### config.mk
export PLATFORM = sky130hd
export DESIGN_NAME = regfile_scoreboard
export DESIGN_NICKNAME = d
export VERILOG_FILES = /design/src/rtl/regfile_scoreboard.sv
export SDC_FILE = /design/constraint.sdc
export NUM_CORES = 1
export LEC_CHECK = 0
export CAP_MARGIN = 40
export CORE_ASPECT_RATIO = 0.7
export CORE_MARGIN = 2
export CORE_UTILIZATION = 30
export CTS_CLUSTER_DIAMETER = 30
export DETAILED_ROUTE_END_ITERATION = 7
export SLEW_MARGIN = 20
export SYNTH_ARGS = -nofsm -noshare
export SYNTH_HDL_FRONTEND = slang
export SYNTH_SLANG_ARGS = --single-unit
### constraint.sdc
create_clock -name clk -period 5.78 [get_ports clk]
set_input_delay 0.578 -clock clk [delete_from_list [all_inputs] [get_ports clk]]
set_output_delay 0.578 -clock clk [all_outputs]
set_load 0.05 [all_outputs]
### src/rtl/regfile_scoreboard.sv
// regfile_scoreboard: parametrised multi-read register file with a per-register
// busy scoreboard. Producers reserve a destination through rsv_en/rsv_addr; the
// matching writeback (w_en/w_addr) releases it. Reads are combinational.
// Optional feature: define REGFILE_BYPASS_EN to forward w_data to read ports
// that address the register being written in the same cycle.
module regfile_scoreboard #(
   parameter int DATA_W  = 16,
   parameter int ADDR_W  = 4,
   parameter int NREAD   = 2,
   parameter int ZERO_R0 = 0
) (
   input  logic                      clk,
   input  logic                      reset,
   input  logic                      w_en,
   input  logic [ADDR_W-1:0]         w_addr,
   input  logic [DATA_W-1:0]         w_data,
   input  logic [NREAD*ADDR_W-1:0]   rd_addr,
   output logic [NREAD*DATA_W-1:0]   rd_data,
   output logic [NREAD-1:0]          rd_busy,
   input  logic                      rsv_en,
   input  logic [ADDR_W-1:0]         rsv_addr,
   output logic                      rsv_ok,
   output logic [ADDR_W:0]           busy_cnt
);

   localparam int NREG = 1 << ADDR_W;

   logic [DATA_W-1:0] regs [NREG];
   logic [NREG-1:0]   busy;
   logic [ADDR_W:0]   busy_cnt_q;

   logic w_is_r0;
   logic rsv_is_r0;
   logic w_commit;
   logic rsv_set;
   logic busy_inc;
   logic busy_dec;

   // r0 is hard-wired only when ZERO_R0 is set; otherwise it is an ordinary register
   assign w_is_r0   = (ZERO_R0 != 0) && (w_addr == '0);
   assign rsv_is_r0 = (ZERO_R0 != 0) && (rsv_addr == '0);

   assign w_commit = w_en & ~w_is_r0;

   // A reservation is granted when the target is free or is being released this cycle
   assign rsv_ok = rsv_en & (~busy[rsv_addr] | (w_en & (w_addr == rsv_addr)));

   // The hard-wired r0 grants reservations but never records them
   assign rsv_set = rsv_ok & ~rsv_is_r0;

   // The count moves only when a busy bit actually flips, so a release and
   // re-reserve of the same register on one edge leaves it unchanged
   assign busy_inc = rsv_set & ~busy[rsv_addr];
   assign busy_dec = w_en & busy[w_addr] & ~(rsv_set & (rsv_addr == w_addr));

   // Register storage: cleared by reset, written on the edge where w_en is high
   always_ff @(posedge clk or negedge reset) begin
      if (!reset) begin
         for (int i = 0; i < NREG; i++) begin
            regs[i] <= '0;
         end
      end else if (w_commit) begin
         regs[w_addr] <= w_data;
      end
   end

   // Busy bits: writeback clears, reservation sets; the set is applied last so it wins
   always_ff @(posedge clk or negedge reset) begin
      if (!reset) begin
         busy <= '0;
      end else begin
         if (w_en) begin
            busy[w_addr] <= 1'b0;
         end
         if (rsv_set) begin
            busy[rsv_addr] <= 1'b1;
         end
      end
   end

   // Running population count of the busy bits, wide enough to hold NREG
   always_ff @(posedge clk or negedge reset) begin
      if (!reset) begin
         busy_cnt_q <= '0;
      end else begin
         case ({busy_inc, busy_dec})
            2'b10:   busy_cnt_q <= busy_cnt_q + {{ADDR_W{1'b0}}, 1'b1};
            2'b01:   busy_cnt_q <= busy_cnt_q - {{ADDR_W{1'b0}}, 1'b1};
            default: busy_cnt_q <= busy_cnt_q;
         endcase
      end
   end

   assign busy_cnt = busy_cnt_q;

   // One independent combinational read mux per port
   for (genvar k = 0; k < NREAD; k++) begin : g_rd_port
      logic [ADDR_W-1:0] ra;
      logic              ra_zero;
      logic              ra_hit;

      assign ra      = rd_addr[k*ADDR_W +: ADDR_W];
      assign ra_zero = (ZERO_R0 != 0) && (ra == '0);
      assign ra_hit  = w_en & (w_addr == ra);

`ifdef REGFILE_BYPASS_EN
      assign rd_data[k*DATA_W +: DATA_W] = ra_zero ? '0 :
                                           ra_hit  ? w_data : regs[ra];
`else
      assign rd_data[k*DATA_W +: DATA_W] = ra_zero ? '0 : regs[ra];
`endif

      // A register completing this cycle already reads as free
      assign rd_busy[k] = busy[ra] & ~ra_hit;
   end

endmodule

Word-level counts from Yosys, hierarchy flattened
Index checks and enable logic that the tools add are counted.
{"block": "classes", "add_sub_neg": 2, "multipliers": 0, "div_mod_pow": 0, "order_cmp": 10, "n_eq_ne": 6, "n_shift": 0, "muxes": 24, "n_bitwise": 21, "reduce_logical": 4}
{"cell": "$bwmux W256", "count": 1}
{"cell": "$bmux W16 S4", "count": 2}
{"cell": "$mux W16", "count": 7}
{"cell": "$demux W16 S4", "count": 1}
{"cell": "$lt A4 B5 Y1 const B", "count": 4}
{"cell": "$and A16 B16 Y16", "count": 1}
{"cell": "$bmux W1 S4", "count": 4}
{"cell": "$eq A4 B4 Y1", "count": 4}
{"cell": "$not A16 Y16", "count": 1}
{"cell": "$or A16 B16 Y16", "count": 1}
{"cell": "$ge A5 B5 Y1 const B", "count": 3}
{"cell": "$not A4 Y5", "count": 3}
{"cell": "$and A1 B1 Y1", "count": 10}
{"cell": "$pmux W5 S2", "count": 1}
{"cell": "$demux W1 S4", "count": 2}
{"cell": "$ge A4 B1 Y1 const B", "count": 2}
{"cell": "$mux W1", "count": 6}
{"cell": "$add A5 B1 Y5 const B", "count": 1}
{"cell": "$lt A5 B1 Y1 const B", "count": 1}
{"cell": "$sub A5 B1 Y5 const B", "count": 1}
{"cell": "$not A1 Y1", "count": 4}
{"cell": "$logic_and A1 B1 Y1", "count": 3}
{"cell": "$eq A2 B1 Y1 const B", "count": 1}
{"cell": "$eq A2 B2 Y1 const B", "count": 1}
{"cell": "2 further kinds", "count": 2}
{"block": "word_totals", "regBits": 277, "latchBits": 0, "ramBits": 0, "rom_bits": 0, "in_bits": 36, "out_inout_bits": 40, "elab_cells": 85, "memories": 0}

Logic depth before layout (Yosys ltp)
{"block": "logic_depth", "depth_word": 10, "depth_mapped": 13, "mapped_depth_nobuf": 12}

Worst setup path before layout
No wires, ideal clock.
{"block": "synth_timing", "path_type": "input-to-reg", "startpoint": "input w_addr[0]", "endpoint": "register busy_cnt_q[4], in the netlist busy_cnt[4]", "setup_time_ps": 140, "t_arrival_ps": 3339, "required_time_ps": 5640, "setup_slack_ps": 2300, "stages": 11, "n_path_buf": 1, "cell_sequence": "buf_4 -> mux4_2 -> mux4_2 -> and3_1 -> ha_1 -> ha_1 -> nor2b_1 -> o21ai_0 -> a21oi_1 -> or3b_2 -> xnor2_1"}
{"block": "synth_between", "elab_chain_len": 9, "elab_cells_between_ends": 16, "cone_classes": "4 x eq/ne; 3 x mux; 8 x bitwise; 1 x reduce/logical"}
{"item": "start, declared", "line": "15", "text": "input logic [ADDR_W-1:0] w_addr,"}
{"item": "$eq A4 B4 Y1", "line": "46, 54"}
{"item": "$and A1 B1 Y1", "line": "46", "text": "assign rsv_ok = rsv_en & (~busy[rsv_addr] | (w_en & (w_addr == rsv_addr)));"}
{"item": "$or A1 B1 Y1", "line": "46"}
{"item": "$and A1 B1 Y1", "line": "46"}
{"item": "$and A1 B1 Y1", "line": "54", "text": "assign busy_dec = w_en & busy[w_addr] & ~(rsv_set & (rsv_addr == w_addr));"}
{"item": "$not A1 Y1", "line": "54"}
{"item": "$and A1 B1 Y1", "line": "54"}
{"item": "$eq A2 B1 Y1 or $eq A2 B2 Y1 (tied branches)", "line": "86", "text": "case ({busy_inc, busy_dec})"}
{"item": "$pmux W5 S2 or $reduce_bool A2 Y1 (tied branches)"}
{"item": "end signal, assigned", "line": "87", "text": "2'b10: busy_cnt_q <= busy_cnt_q + {{ADDR_W{1'b0}}, 1'b1};"}
{"item": "end signal, assigned", "line": "88", "text": "2'b01: busy_cnt_q <= busy_cnt_q - {{ADDR_W{1'b0}}, 1'b1};"}
{"item": "end signal, assigned", "line": "89", "text": "default: busy_cnt_q <= busy_cnt_q;"}
{"item": "end, declared", "line": "30", "text": "logic [ADDR_W:0] busy_cnt_q;"}
Parallel ways exist; a longest one is shown, timed or not. The select of a mux whose other input is x is not followed.
A chain may end at the register's enable or synchronous reset.

Worst setup path in the final report
{"block": "layout_timing", "startpoint": "input rd_addr[0]", "endpoint": "output rd_data[5]"}
{"block": "layout_between", "elab_chain_len": 4}
{"item": "start, declared", "line": "17", "text": "input logic [NREAD*ADDR_W-1:0] rd_addr,"}
{"item": "$not A4 Y5 (not written as such)", "line": "110", "text": "assign rd_data[k*DATA_W +: DATA_W] = ra_zero ? '0 : regs[ra];"}
{"item": "$bmux W16 S4", "line": "110"}
{"item": "$mux W16 (not written as such) (2 in series)", "line": "110"}
{"item": "end, declared", "line": "18", "text": "output logic [NREAD*DATA_W-1:0] rd_data,"}
Every way passes these cells. The select of a mux whose other input is x is not followed.

==> flow_summary.json <==
{
  "status": "finished clean",
  "yosys.area_share.xor_xnor_pct": 0.928,
  "hold_path_class": "flop to flop",
  "area_growth_pct": 21.1,
  "yosysUniqueCellTypes": 41,
  "crit_fanout": 40,
  "worstRegToRegCells": 10,
  "worst_pin_slew_ns": 0.851,
  "clockBufferDepth": 3,
  "final_common_cell": "dfrtp_1",
  "grt_first_pass_wirelength_um": 63800,
  "hold_depth": 1,
  "wl_per_cell_um": 24.4,
  "crit_required_ns": 5.20,
  "synthArstFlopShare_pct": 100,
  "drt-total-wl_um": 41400,
  "vias": 9131,
  "io_buffer_count": 75,
  "setup_viol": 0,
  "dp_slack_ns": 1.39,
  "drt-met1-wl_um": 19100,
  "clk_latency_ns": 0.55,
  "fin_worst_skew_ns": 0.0109,
  "synth-edff-count": 0,
  "fmax_mhz": 254,
  "grt_pass1_vias": 9588,
  "synth_flop_cell": "dfrtp_1",
  "synth.avg_cell_area_um2": 16.2,
  "synthAdderAreaFrac_pct": 0.464,
  "synthMuxAreaShare_pct": 45.8,
  "grt_max_degree": 146,
  "mostFrequentLayoutCells": "dfrtp_1, mux2_2, mux4_2",
  "drive_gt1_share_pct": 50.3,
  "h-tree-depth": 2,
  "synth_area_leaders": "dfrtp_1, mux4_2, mux2_2, mux2_1, buf_2",
  "cts_buffers": 48,
  "drtPass1Iterations": 5,
  "final_antenna_net_count": 0,
  "syn_inst": 930,
  "route.met3.wl_um": 2670,
  "layout_min_cycle_time_ns": 3.94,
  "grt_antenna_before_repair": 1,
  "timing.final.crit_share_pct": 68.1,
  "antenna-diode-count": 0,
  "slew_headroom_pct": 43.1,
  "wl_met2_um": 19000,
  "criticalPathCategory": "input port to primary output",
  "start_util_pct": 30.5,
  "grt.total_usage_pct": 16.3,
  "synth_top_family_by_area": "multiplexers",
  "io_pins": 76,
  "yosysWarnings": 0,
  "synth_seq_cells": 277,
  "cts_tree": "yes",
  "root_buffer": "clkbuf_16",
  "cp-end-kind": "primary output",
  "cellPowerDensity_nw_per_um2": 425,
  "rows": 68,
  "cts_sinks": 277,
  "power.leakage_uw": 0.00732,
  "dpl.hpwl_um": 25600,
  "rsz0062_at_grt": "no",
  "gp_congestion": 0.785,
  "ir_worst_vdd_mv": 0.261,
  "ys_seq_area_share_pct": 45.9,
  "utilization_pct": 37.0,
  "synth_top_cell_area_share_pct": 45.9,
  "routed_via_density": 5.38,
  "netlist_area_um2": 15100,
  "synth_compound_area_share_pct": 1.51,
  "final_hold_viol_count": 0,
  "fin_ws_ns": 1.84,
  "syn_nets": 971,
  "final_nets": 1035,
  "setup_tns_ns": 0,
  "core-area_um2": 49500,
  "drt_iter0_markers": 691,
  "fin_hold_ws_ns": 0.496,
  "synth-simple-area-share_pct": 2.17,
  "highest_layer": "met5",
  "cp_data_arrival_time_ns": 3.36,
  "clk_pin_slew_ns": 0.05,
  "max-cap-violations": 0,
  "route.detailed.drc": 0,
  "chipWidth_um": 272,
  "start_kind": "input port",
  "grt_overflow_total": 0,
  "synth_top_area_cell": "dfrtp_1",
  "die-area_um2": 52200,
  "slew_violations": 0,
  "die_h_um": 192
}
per-layer routing:
layer / vias to the layer above / track usage, %
met5: - / 0
met4: 2 / 3.55
met3: 61 / 3.44
met2: 295 / 25.0
met1: 4983 / 23.9
li1: 3790 / -
sequential cells by signal, summed over array words and instances, names as in the netlist:
name	cells
busy_cnt	5
regs	256
busy	16
cells in the mapped netlist, types with 6 or more instances:
| cell type | n |
|---|---|
| dfrtp_1 | 277 |
| mux2_2 | 211 |
| mux4_2 | 177 |
| mux2_1 | 47 |
| buf_2 | 43 |
| clkbuf_1 | 36 |
| nand2_1 | 16 |
| o21ai_0 | 14 |
| xor2_1 | 12 |
| nor2_1 | 9 |
| inv_1 | 8 |
| nand2b_1 | 8 |
| o21ai_1 | 8 |
| buf_6 | 6 |
cell type report:
cell class                      instances  area (µm²)
Clock inverter                         30         432
Inverter                                8        30.0
Clock buffer                           57        1250
Multi-Input combinational cell        554        7720
Fill cell                            4670       31200
Tap cell                              665         832
Timing Repair Buffer                  105        1100
Sequential cell                       277        6930
cells by family after synthesis:
logic type / after synthesis
AOI/OAI and AO/OA: 38
xor gates and xnor gates: 16
adders and majority gates: 5
buffers and inverters: 99
DFF: 277
muxes: 438
and+or+nand+nor: 57
per-stage QoR:
stage | std cells | cell area, µm² | power (µW)
6_report | 1696 | 18300 | 7780
3_5_place_dp | 1607 | 16600 | 4820
3_3_place_gp | 1601 | 16400 | 4750
4_1_cts | 1694 | 18300 | 7850
2_1_floorplan | 930 | 15100 | 4190
5_1_grt | 1696 | 18300 | 8150
repair_timing:
item / 4_1_cts / 5_1_grt
hold buffers: 0 / 1
buffers inserted: 0 / 0
setup endpoints to repair: 0 / 0
gates resized for setup: 0 / 0
endpoints found under the hold margin: 0 / 40
path summary, 6_finish.rpt:
kind                                         start                 endpoint  slack (ns)
setup reg to reg                busy[15]$_DFF_PN0_  busy_cnt[4]$_DFFE_PN0P_        2.48
setup / recovery                        rd_addr[0]               rd_data[5]        1.84
hold / removal             busy_cnt[4]$_DFFE_PN0P_  busy_cnt[4]$_DFFE_PN0P_        0.50
hold reg to reg            busy_cnt[4]$_DFFE_PN0P_  busy_cnt[4]$_DFFE_PN0P_        0.50
max in group asynchronous                    reset     regs[60]$_DFFE_PN0P_        3.67
min in group asynchronous                    reset    regs[185]$_DFFE_PN0P_        0.51
report_power, final:
part	switching, µW	total [µW]	internal, µW
clock network	1040	3000	1960
registers	362	2780	2410
logic	909	2000	1090
worst max-delay path, cell delays in order:
cell,delay [ns]
buf_4,0.53
buf_12,0.39
mux4_2,0.57
mux4_2,0.50
clkdlybuf4s50_1,0.73
No activity file was read; power rests on OpenSTA's default activity.
